`config.mk`:
```
export PLATFORM = sky130hd
export DESIGN_NAME = frame_scheduler
export DESIGN_NICKNAME = d
export VERILOG_FILES = /design/src/rtl/surfer_pkg.sv /design/src/rtl/watchdog_timer.sv /design/src/rtl/frame_scheduler.sv
export SDC_FILE = /design/constraint.sdc
export NUM_CORES = 1
export LEC_CHECK = 0
export CAP_MARGIN = 20
export CORE_MARGIN = 5
export CORE_UTILIZATION = 25
export DETAILED_ROUTE_END_ITERATION = 7
export PLACE_DENSITY_LB_ADDON = 0.05
export SETUP_SLACK_MARGIN = 0.4
export SYNTH_ARGS = -nofsm -noshare
export SYNTH_HDL_FRONTEND = slang
export SYNTH_SLANG_ARGS = --single-unit
export TNS_END_PERCENT = 10
```
`constraint.sdc`:
```
create_clock -name clk -period 2.25 [get_ports clk]
set_input_delay 0.45 -clock clk [delete_from_list [all_inputs] [get_ports clk]]
set_output_delay 0.45 -clock clk [all_outputs]
set_load 0.1 [all_outputs]
```
`src/rtl/surfer_pkg.sv`:
```
// Shared types and default sizing for the surfer frame pipeline.
package surfer_pkg;

    typedef enum logic [1:0] {
        IDLE    = 2'd0,
        ISSUE   = 2'd1,
        DRAIN   = 2'd2,
        RELEASE = 2'd3
    } sched_state_t;

    localparam int MAX_OBS_DEF  = 48;
    localparam int BRAM_LAT_DEF = 2;
    localparam int OBS_GAP_DEF  = 16;

    // Limit the requested obstacle count to what the obstacle memory holds.
    function automatic logic [5:0] clamp_count(input logic [5:0] cnt, input int max_obs);
        if (int'(cnt) > max_obs)
            return 6'(max_obs);
        return cnt;
    endfunction

endpackage

```
`src/rtl/watchdog_timer.sv`:
```
// Counts consecutive enabled cycles; expired flags the last allowed one.
module watchdog_timer #(
    parameter int LIMIT = 1 << 20
) (
    input  logic clk,
    input  logic rst,
    input  logic enable,
    output logic expired
);

    localparam int W = $clog2(LIMIT + 1);

    logic [W-1:0] count;

    // Restarts from zero every time enable drops, so each DRAIN gets a full budget.
    always_ff @(posedge clk) begin
        if (rst || !enable)
            count <= '0;
        else if (count != W'(LIMIT - 1))
            count <= count + W'(1);
    end

    assign expired = enable && (count == W'(LIMIT - 1));

endmodule

```
`src/rtl/frame_scheduler.sv`:
```
// Per-frame obstacle issuer: streams obstacle words to the projector and
// handshakes end-of-frame through done_in / proj_done.
module frame_scheduler
    import surfer_pkg::*;
#(
    parameter int MAX_OBS  = MAX_OBS_DEF,
    parameter int BRAM_LAT = BRAM_LAT_DEF,
    parameter int OBS_GAP  = OBS_GAP_DEF,
    parameter int WATCHDOG = 1 << 20
) (
    input  logic               clk,
    input  logic               rst,
    input  logic               frame_start,
    input  logic [5:0]         obs_count,
    output logic [5:0]         obs_addr,
    input  logic [15:0]        obs_data,
    input  logic signed [15:0] player_height_in,
    input  logic [1:0]         player_lane_in,
    output logic signed [15:0] player_height,
    output logic [1:0]         player_lane,
    output logic [15:0]        obstacle,
    output logic               obstacle_valid,
    output logic               done_in,
    input  logic               proj_done,
    input  logic               triangle_valid,
    output logic [9:0]         tri_count,
    output logic               busy,
    output logic               frame_ready,
    output logic               overrun,
    output logic               timeout
);

    localparam int CW = $clog2(OBS_GAP);

    sched_state_t  state;
    logic [CW-1:0] phase;
    logic [5:0]    idx;
    logic [5:0]    n_obs;
    logic [5:0]    n_clamped;
    logic          wd_enable;
    logic          wd_expired;

    assign n_clamped = clamp_count(obs_count, MAX_OBS);
    assign wd_enable = (state == DRAIN);

    watchdog_timer #(
        .LIMIT(WATCHDOG)
    ) u_watchdog (
        .clk    (clk),
        .rst    (rst),
        .enable (wd_enable),
        .expired(wd_expired)
    );

    // Address is held for the whole slot; the word is captured one cycle after
    // the memory delivers it, so each strobe lands at phase BRAM_LAT+1.
    always_ff @(posedge clk) begin
        if (rst) begin
            state          <= IDLE;
            phase          <= '0;
            idx            <= '0;
            n_obs          <= '0;
            obs_addr       <= '0;
            obstacle       <= '0;
            obstacle_valid <= 1'b0;
            done_in        <= 1'b0;
            player_height  <= '0;
            player_lane    <= '0;
            tri_count      <= '0;
            busy           <= 1'b0;
            frame_ready    <= 1'b0;
            overrun        <= 1'b0;
            timeout        <= 1'b0;
        end else begin
            obstacle_valid <= 1'b0;
            frame_ready    <= 1'b0;
            overrun        <= 1'b0;
            timeout        <= 1'b0;

            if (frame_start && state != IDLE)
                overrun <= 1'b1;
            if (triangle_valid && state != IDLE && tri_count != 10'd1023)
                tri_count <= tri_count + 10'd1;

            case (state)
                IDLE: begin
                    if (frame_start) begin
                        n_obs         <= n_clamped;
                        player_height <= player_height_in;
                        player_lane   <= player_lane_in;
                        tri_count     <= '0;
                        idx           <= '0;
                        phase         <= '0;
                        obs_addr      <= '0;
                        busy          <= 1'b1;
                        if (n_clamped != 6'd0) begin
                            state <= ISSUE;
                        end else begin
                            state   <= DRAIN;
                            done_in <= 1'b1;
                        end
                    end
                end
                ISSUE: begin
                    if (phase == CW'(BRAM_LAT)) begin
                        obstacle       <= obs_data;
                        obstacle_valid <= 1'b1;
                    end
                    if (phase == CW'(OBS_GAP - 1)) begin
                        phase <= '0;
                        if (idx == n_obs - 6'd1) begin
                            state   <= DRAIN;
                            done_in <= 1'b1;
                        end else begin
                            idx      <= idx + 6'd1;
                            obs_addr <= idx + 6'd1;
                        end
                    end else begin
                        phase <= phase + CW'(1);
                    end
                end
                DRAIN: begin
                    if (proj_done) begin
                        state       <= RELEASE;
                        done_in     <= 1'b0;
                        frame_ready <= 1'b1;
                    end else if (wd_expired) begin
                        state   <= RELEASE;
                        done_in <= 1'b0;
                        timeout <= 1'b1;
                    end
                end
                RELEASE: begin
                    state <= IDLE;
                    busy  <= 1'b0;
                end
                default: state <= IDLE;
            endcase
        end
    end

endmodule
```
==> flow_metrics.env, run 1 <==
export IMPL_fin_ws_ns=-0.0877
export IMPL_peakVddDrop_v=0.000393
export IMPL_r2r_end="done_in"
export IMPL_cp_depth=6
export IMPL_root_buffer="clkbuf_16"
export IMPL_worstPathRequired_ns=2.48
export IMPL_grt_pass1_vias=3655
export IMPL_critical_path_top_delay_family="simple AND/OR/NAND/NOR gates"
export IMPL_synthArstFlopShare_pct=0
export IMPL_cp_startpoint="n_obs[1]"
export IMPL_power_frac_clock_pct=29.9
export IMPL_diodes=0
export IMPL_worstSetupPathType="flip-flop to flip-flop"
export IMPL_yosys_top_cells_count="nand2_1, dfxtp_1, a21oi_1"
export IMPL_final_cells=801
export IMPL_path_buf_inv=0
export IMPL_p_switching_mw=1.72
export IMPL_final_util_pct=37.6
export IMPL_synth_top_cell_by_area="dfxtp_1"
export IMPL_fin_crit_ns=2.34
export IMPL_wl_per_cell_um=14.1
export IMPL_antenna_found_initial=0
export IMPL_max_freq_mhz=428
export IMPL_r2r_start="n_obs[1]"
export IMPL_crit_path_cell_trace="or3_4 -> or4_4 -> a22oi_4 -> a21boi_2 -> or4_1 -> mux2_1"
export IMPL_hold_path_class="input pin to flip-flop"
export IMPL_failed_checks="negative setup slack"
export IMPL_synthCells=468
export IMPL_hold_viol=0
export IMPL_critPathMaxFanout=2
export IMPL_critPathLaunchType="flip-flop"
export IMPL_dpl_hpwl_mm=8.11
export IMPL_clkSinkCount=89
export IMPL_setup_tns_ns=-0.186
export IMPL_synth_edf_count=0
export IMPL_hold_ws_ns=0.445
export IMPL_cts_tree="yes"
export IMPL_synth_area_per_cell_sq_um=8.27
export IMPL_dieArea_sq_um=18100
export IMPL_grt_overflow_total=0
export IMPL_path_clk_slew_ns=0.06
export IMPL_cts_max_level=3
export IMPL_grt_max_degree=34
export IMPL_period_share_pct=104
export IMPL_start_util_pct=25.4
export IMPL_grt_total_usage_pct=12.7
export IMPL_drc=0
export IMPL_pin_count=101
export IMPL_end_kind="flip-flop"
export IMPL_postCtsHoldBufs=0
export IMPL_r2r_setup_slack_ns=-0.09
export IMPL_synth_seq_area_share_pct=46.1
export IMPL_grt_pass1_wl_mm=18.3
export IMPL_dpl_cell_count=782
export IMPL_syn_to_final_growth_pct=47.7
export IMPL_rows=45
export IMPL_slowest_stage="or4_4"
export IMPL_p_comb_share_pct=34.0
export IMPL_vias=3651
export IMPL_worstPathArrival_ns=2.57
export IMPL_cts_buffer_depth=2
export IMPL_yosysUniqueCellTypes=48
export IMPL_synth_top_area_share_pct=46.1
export IMPL_max_cap_violations=0
export IMPL_tightest_slew_ns=0.860
export IMPL_insertion_delay_ns=0.34
export IMPL_ys_top_cells_by_area="dfxtp_1, nand2_1, a21oi_1"
export IMPL_cts_buffers=9
export IMPL_place_congestion=0.762
export IMPL_drtIter0Drc=137
export IMPL_finalPower_mw=4.78
export IMPL_cp_endpoint="done_in"
export IMPL_via_per_inst=4.56
export IMPL_p_int_mw=3.07
export IMPL_clock_skew_ns=0.00610
export IMPL_p_seq_share_pct=36.1
export IMPL_ys_ff_latch=89
export IMPL_setup_viol=4
export IMPL_die_w_um=134
export IMPL_drtPass1Iterations=4
export IMPL_syn_area_sq_um=3870
export IMPL_die_h_um=134
export IMPL_yosysWarnings=0
export IMPL_ant_nets=0
export IMPL_final_layout_size_suffix_gt1_share_pct=27.9
export IMPL_synthFlopType="dfxtp_1"
export IMPL_rsz0062_at_grt="yes"
export IMPL_port_buffers=100
export IMPL_switching_share_pct=35.9
export IMPL_yosysMostFrequentCell="nand2_1"
export IMPL_wl_mm=11.3
export IMPL_leakage_nw=2.21
export IMPL_coreArea_sq_um=15200
export IMPL_ff2ff_path_depth=6
export IMPL_slew_viol_final=0
export IMPL_status="finished with violations"
export IMPL_slowest_delay_ns=0.53
export IMPL_nets=663
export IMPL_max_slew_margin_pct=42.7
export IMPL_syn_nets=523
export IMPL_p_per_area_nw_per_um2=837
placed cells by master (no fill, tap or decap), drive strengths merged, types with 4 or more instances in the layout:
| cell | netlist | routed |
|---|---|---|
| inv | 9 | 9 |
| and3 | 9 | 9 |
| xor2 | 8 | 8 |
| xnor2 | 18 | 18 |
| nand3 | 14 | 14 |
| nor2 | 46 | 46 |
| nand4 | 8 | 8 |
| nor3 | 8 | 8 |
| o21ai | 14 | 14 |
| buf | 2 | 106 |
| o31ai | 5 | 5 |
| and2 | 5 | 5 |
| mux2i | 4 | 4 |
| dfxtp | 89 | 89 |
| ha | 10 | 10 |
| a21oi | 49 | 49 |
| nand2 | 97 | 97 |
| or4 | 6 | 6 |
| clkdlybuf4s50 | 0 | 42 |
| and4 | 4 | 4 |
| clkbuf | 18 | 14 |
| or3 | 7 | 7 |
| nand2b | 6 | 6 |
layer usage:
layer | wire length (um) | vias to the layer above | global-route usage [%]
li1 | - | 1881 | -
met1 | 4870 | 1695 | 14.7
met2 | 5700 | 64 | 21.8
met3 | 554 | 11 | 4.88
met4 | 145 | 0 | 3.96
met5 | 0 | - | 0
per-stage QoR:
stage                     cell area [sq um]  setup slack (ns)
after global placement                 5250            -0.456
after floorplan                        3890           -0.0749
final                                  5710           -0.0877
after CTS                              5620           -0.0967
after global routing                   5710            -0.141
after detailed placement               5250            -0.464
power groups by stage:
| stage | Combinational (mW) | Sequential, mW | Clock, mW |
|---|---|---|---|
| after floorplan | 0.546 | 2.20 | 0 |
| after global placement | 1.52 | 1.76 | 0 |
| after detailed placement | 1.53 | 1.77 | 0 |
| after CTS | 1.61 | 1.73 | 1.50 |
| after global routing | 1.75 | 1.74 | 1.56 |
| final | 1.63 | 1.73 | 1.43 |
how the worst min path moves through the flow:
| stage | slack, ns | to | cells past startpoint | from |
|---|---|---|---|---|
| after floorplan | 0.45 | n_obs[5] | 2 | n_obs[5] |
| after global placement | 0.44 | player_height[7] | 2 | player_height[7] |
| after detailed placement | 0.45 | player_height[0] | 2 | player_height[0] |
| after CTS | 0.42 | state[0] | 2 | rst |
| after global routing | 0.45 | state[0] | 2 | rst |
| final | 0.44 | state[0] | 2 | rst |
area by class of cell:
type                            count  area, sq um
Fill cell                        1571         9490
Timing Repair Buffer              149         1240
Tap cell                          188          235
Clock inverter                      2         12.5
Clock buffer                       14          264
Sequential cell                    89         1810
Inverter                            9         33.8
Multi-Input combinational cell    350         2120
state kept, by name (all words and copies together), names as in the netlist, 2 cells and up:
name	flops
u_watchdog.count	21
phase	4
tri_count	10
n_obs	6
state	2
player_lane	2
idx	6
obstacle	16
player_height	16
cell families (layout without fill, tap and decap cells):
family	after synthesis	in the layout	synth area share, %
flops	89	89	46.1
xor+xnor	26	26	5.89
mux	6	6	1.62
compound gates	88	88	13.7
buf+inv	29	174	2.81
fa+ha+maj	10	10	3.23
simple gates	220	220	26.7
repair_timing:
action                     CTS  global route
setup buffers                2             1
resized for setup           19            25
pin swaps                   13            14
setup endpoints to repair   38            67
(Power assumes the default switching activity.)
==> inputs of run 2 (changes only) <==
CORE_UTILIZATION = 35   (was 25)
==> run 2 against run 1 <==
The flow still finishes with violations (negative setup slack); critical path depth is the same; via count grew 0.19%; routed wire length shrank 12%; non-clock buffer count shrank 3; critical endpoint is now state[0].
==> flow_metrics.env, run 2 (synthesized netlist as in run 1, its figures left out) <==
export IMPL_status="finished with violations"
export IMPL_failed_checks="negative setup slack"
export IMPL_clkSinkCount=89
export IMPL_worstSetupPathType="flip-flop to flip-flop"
export IMPL_ff_latch_area_sq_um=1810
export IMPL_p_int_mw=2.72
export IMPL_setup_viol=4
export IMPL_crit_path_cell_trace="or3_4 -> or4_4 -> a22oi_4 -> a21boi_4 -> or4_2 -> o31ai_2"
export IMPL_cts_buffer_depth=2
export IMPL_clock_skew_ns=0.0100
export IMPL_r2r_start="n_obs[1]"
export IMPL_drtPass1Iterations=4
export IMPL_p_switching_mw=1.60
export IMPL_drc=0
export IMPL_grt_pass1_wl_mm=16.3
export IMPL_final_layout_size_suffix_gt1_share_pct=27.9
export IMPL_wl_per_cell_um=13.3
export IMPL_largest_registers="u_watchdog.count x21, obstacle x16, player_height x16"
export IMPL_cts_buffers=9
export IMPL_max_slew_margin_pct=68.2
export IMPL_path_clk_slew_ns=0.08
export IMPL_grt_pass1_vias=3534
export IMPL_slowest_delay_ns=0.66
export IMPL_fillCellCount=1058
export IMPL_end_kind="flip-flop"
export IMPL_syn_to_final_growth_pct=42.0
export IMPL_cts_tree="yes"
export IMPL_dpl_cell_count=733
export IMPL_mostFrequentLayoutCells="buf_4, nand2_1, dfxtp_1"
export IMPL_via_per_inst=4.88
export IMPL_dieArea_sq_um=13300
export IMPL_final_util_pct=50.7
export IMPL_power_frac_clock_pct=24.6
export IMPL_grt_total_usage_pct=15.2
export IMPL_period_share_pct=105
export IMPL_multi_input_area_sq_um=2080
export IMPL_peakVddDrop_v=0.000383
export IMPL_coreArea_sq_um=10800
export IMPL_dpl_hpwl_mm=7.19
export IMPL_rsz0062_at_grt="yes"
export IMPL_regMostFlops="u_watchdog.count"
export IMPL_antenna_found_initial=0
export IMPL_wl_mm=9.97
export IMPL_tightest_slew_ns=0.471
export IMPL_diodes=0
export IMPL_nets=660
export IMPL_fin_crit_ns=2.36
export IMPL_max_freq_mhz=423
export IMPL_switching_share_pct=37.0
export IMPL_max_cap_violations=0
export IMPL_critPathLaunchType="flip-flop"
export IMPL_largest_register_ffs=21
export IMPL_slew_viol_final=0
export IMPL_min_from="player_height[2]"
export IMPL_pin_count=101
export IMPL_path_buf_inv=0
export IMPL_die_h_um=115
export IMPL_die_w_um=115
export IMPL_final_common_cell="buf_4"
export IMPL_final_cells=750
export IMPL_dp_slack_ns=-0.517
export IMPL_p_comb_share_pct=35.4
export IMPL_ant_nets=0
export IMPL_start_util_pct=35.7
export IMPL_cp_startpoint="n_obs[1]"
export IMPL_worstPathArrival_ns=2.64
export IMPL_slowest_stage="or4_2"
export IMPL_hold_viol=0
export IMPL_grt_overflow_total=0
export IMPL_worstPathRequired_ns=2.53
export IMPL_place_congestion=0.767
export IMPL_insertion_delay_ns=0.37
export IMPL_leakage_nw=2.13
export IMPL_hold_path_class="flip-flop to flip-flop"
export IMPL_critical_path_top_delay_family="simple AND/OR/NAND/NOR gates"
export IMPL_root_buffer="clkbuf_8"
export IMPL_critPathMaxFanout=3
export IMPL_rows=38
export IMPL_p_seq_share_pct=40.0
export IMPL_grt_max_degree=39
export IMPL_port_buffers=100
export IMPL_fin_ws_ns=-0.111
export IMPL_p_per_area_nw_per_um2=787
export IMPL_cts_max_level=3
export IMPL_vias=3658
export IMPL_drtIter0Drc=205
run 2: per-layer routing:
metal,routed length (um),global-route usage (%),vias to the layer above
li1,-,-,1886
met1,4500,19.2,1683
met2,4760,24.2,73
met3,504,3.79,16
met4,206,7.12,0
met5,0,0,-
run 2: worst reg2reg max path: cells and delay by family, from the launching register on:
| family | cells | cell delay (ns) |
|---|---|---|
| AND/OR/NAND/NOR | 3 | 1.57 |
| AO/OA/AOI/OAI | 3 | 0.39 |
| flip-flops | 1 | 0.33 |
run 2: final timing paths:
kind | end | slack [ns] | cells after the start
worst max-delay path | state[0] | -0.11 | 6
worst min-delay path | player_height[2] | 0.46 | 2
worst max register to register | state[0] | -0.11 | 6
worst min register to register | player_height[2] | 0.46 | 2
run 2: area by class of cell:
type                       instances  area share, %
clock buffer                      13           3.10
clock inverter                     3          0.410
inverter                           9          0.615
multi-input combinational        350           37.8
sequential                        89           33.0
tap                              140           3.19
timing repair buffer             146           21.9
run 2: through the flow:
| step | hold WS (ns) | setup TNS, ns | power, mW | instance area, sq um |
|---|---|---|---|---|
| after global placement | 0.442 | -0.927 | 3.22 | 5180 |
| after global routing | 0.476 | -0.700 | 4.58 | 5490 |
| final | 0.456 | -0.333 | 4.32 | 5490 |
| after floorplan | 0.449 | -0.242 | 2.75 | 3890 |
| after detailed placement | 0.447 | -0.903 | 3.23 | 5180 |
| after CTS | 0.459 | -0.342 | 4.33 | 5400 |
run 2: timing repair:
| action | CTS | global route |
|---|---|---|
| gates resized for setup | 9 | 26 |
| hold buffers | 0 | 0 |
| setup endpoints to repair | 17 | 39 |
| endpoints found under the hold margin | 0 | 0 |
| pin swaps | 6 | 15 |
| setup buffers | 0 | 1 |
run 2: power groups by stage:
stage                     Combinational [mW]  Clock (mW)  Sequential (mW)
after floorplan                        0.546           0             2.20
after global placement                  1.46           0             1.76
after detailed placement                1.47           0             1.77
after CTS                               1.47        1.12             1.73
after global routing                    1.65        1.19             1.74
final                                   1.53        1.06             1.73
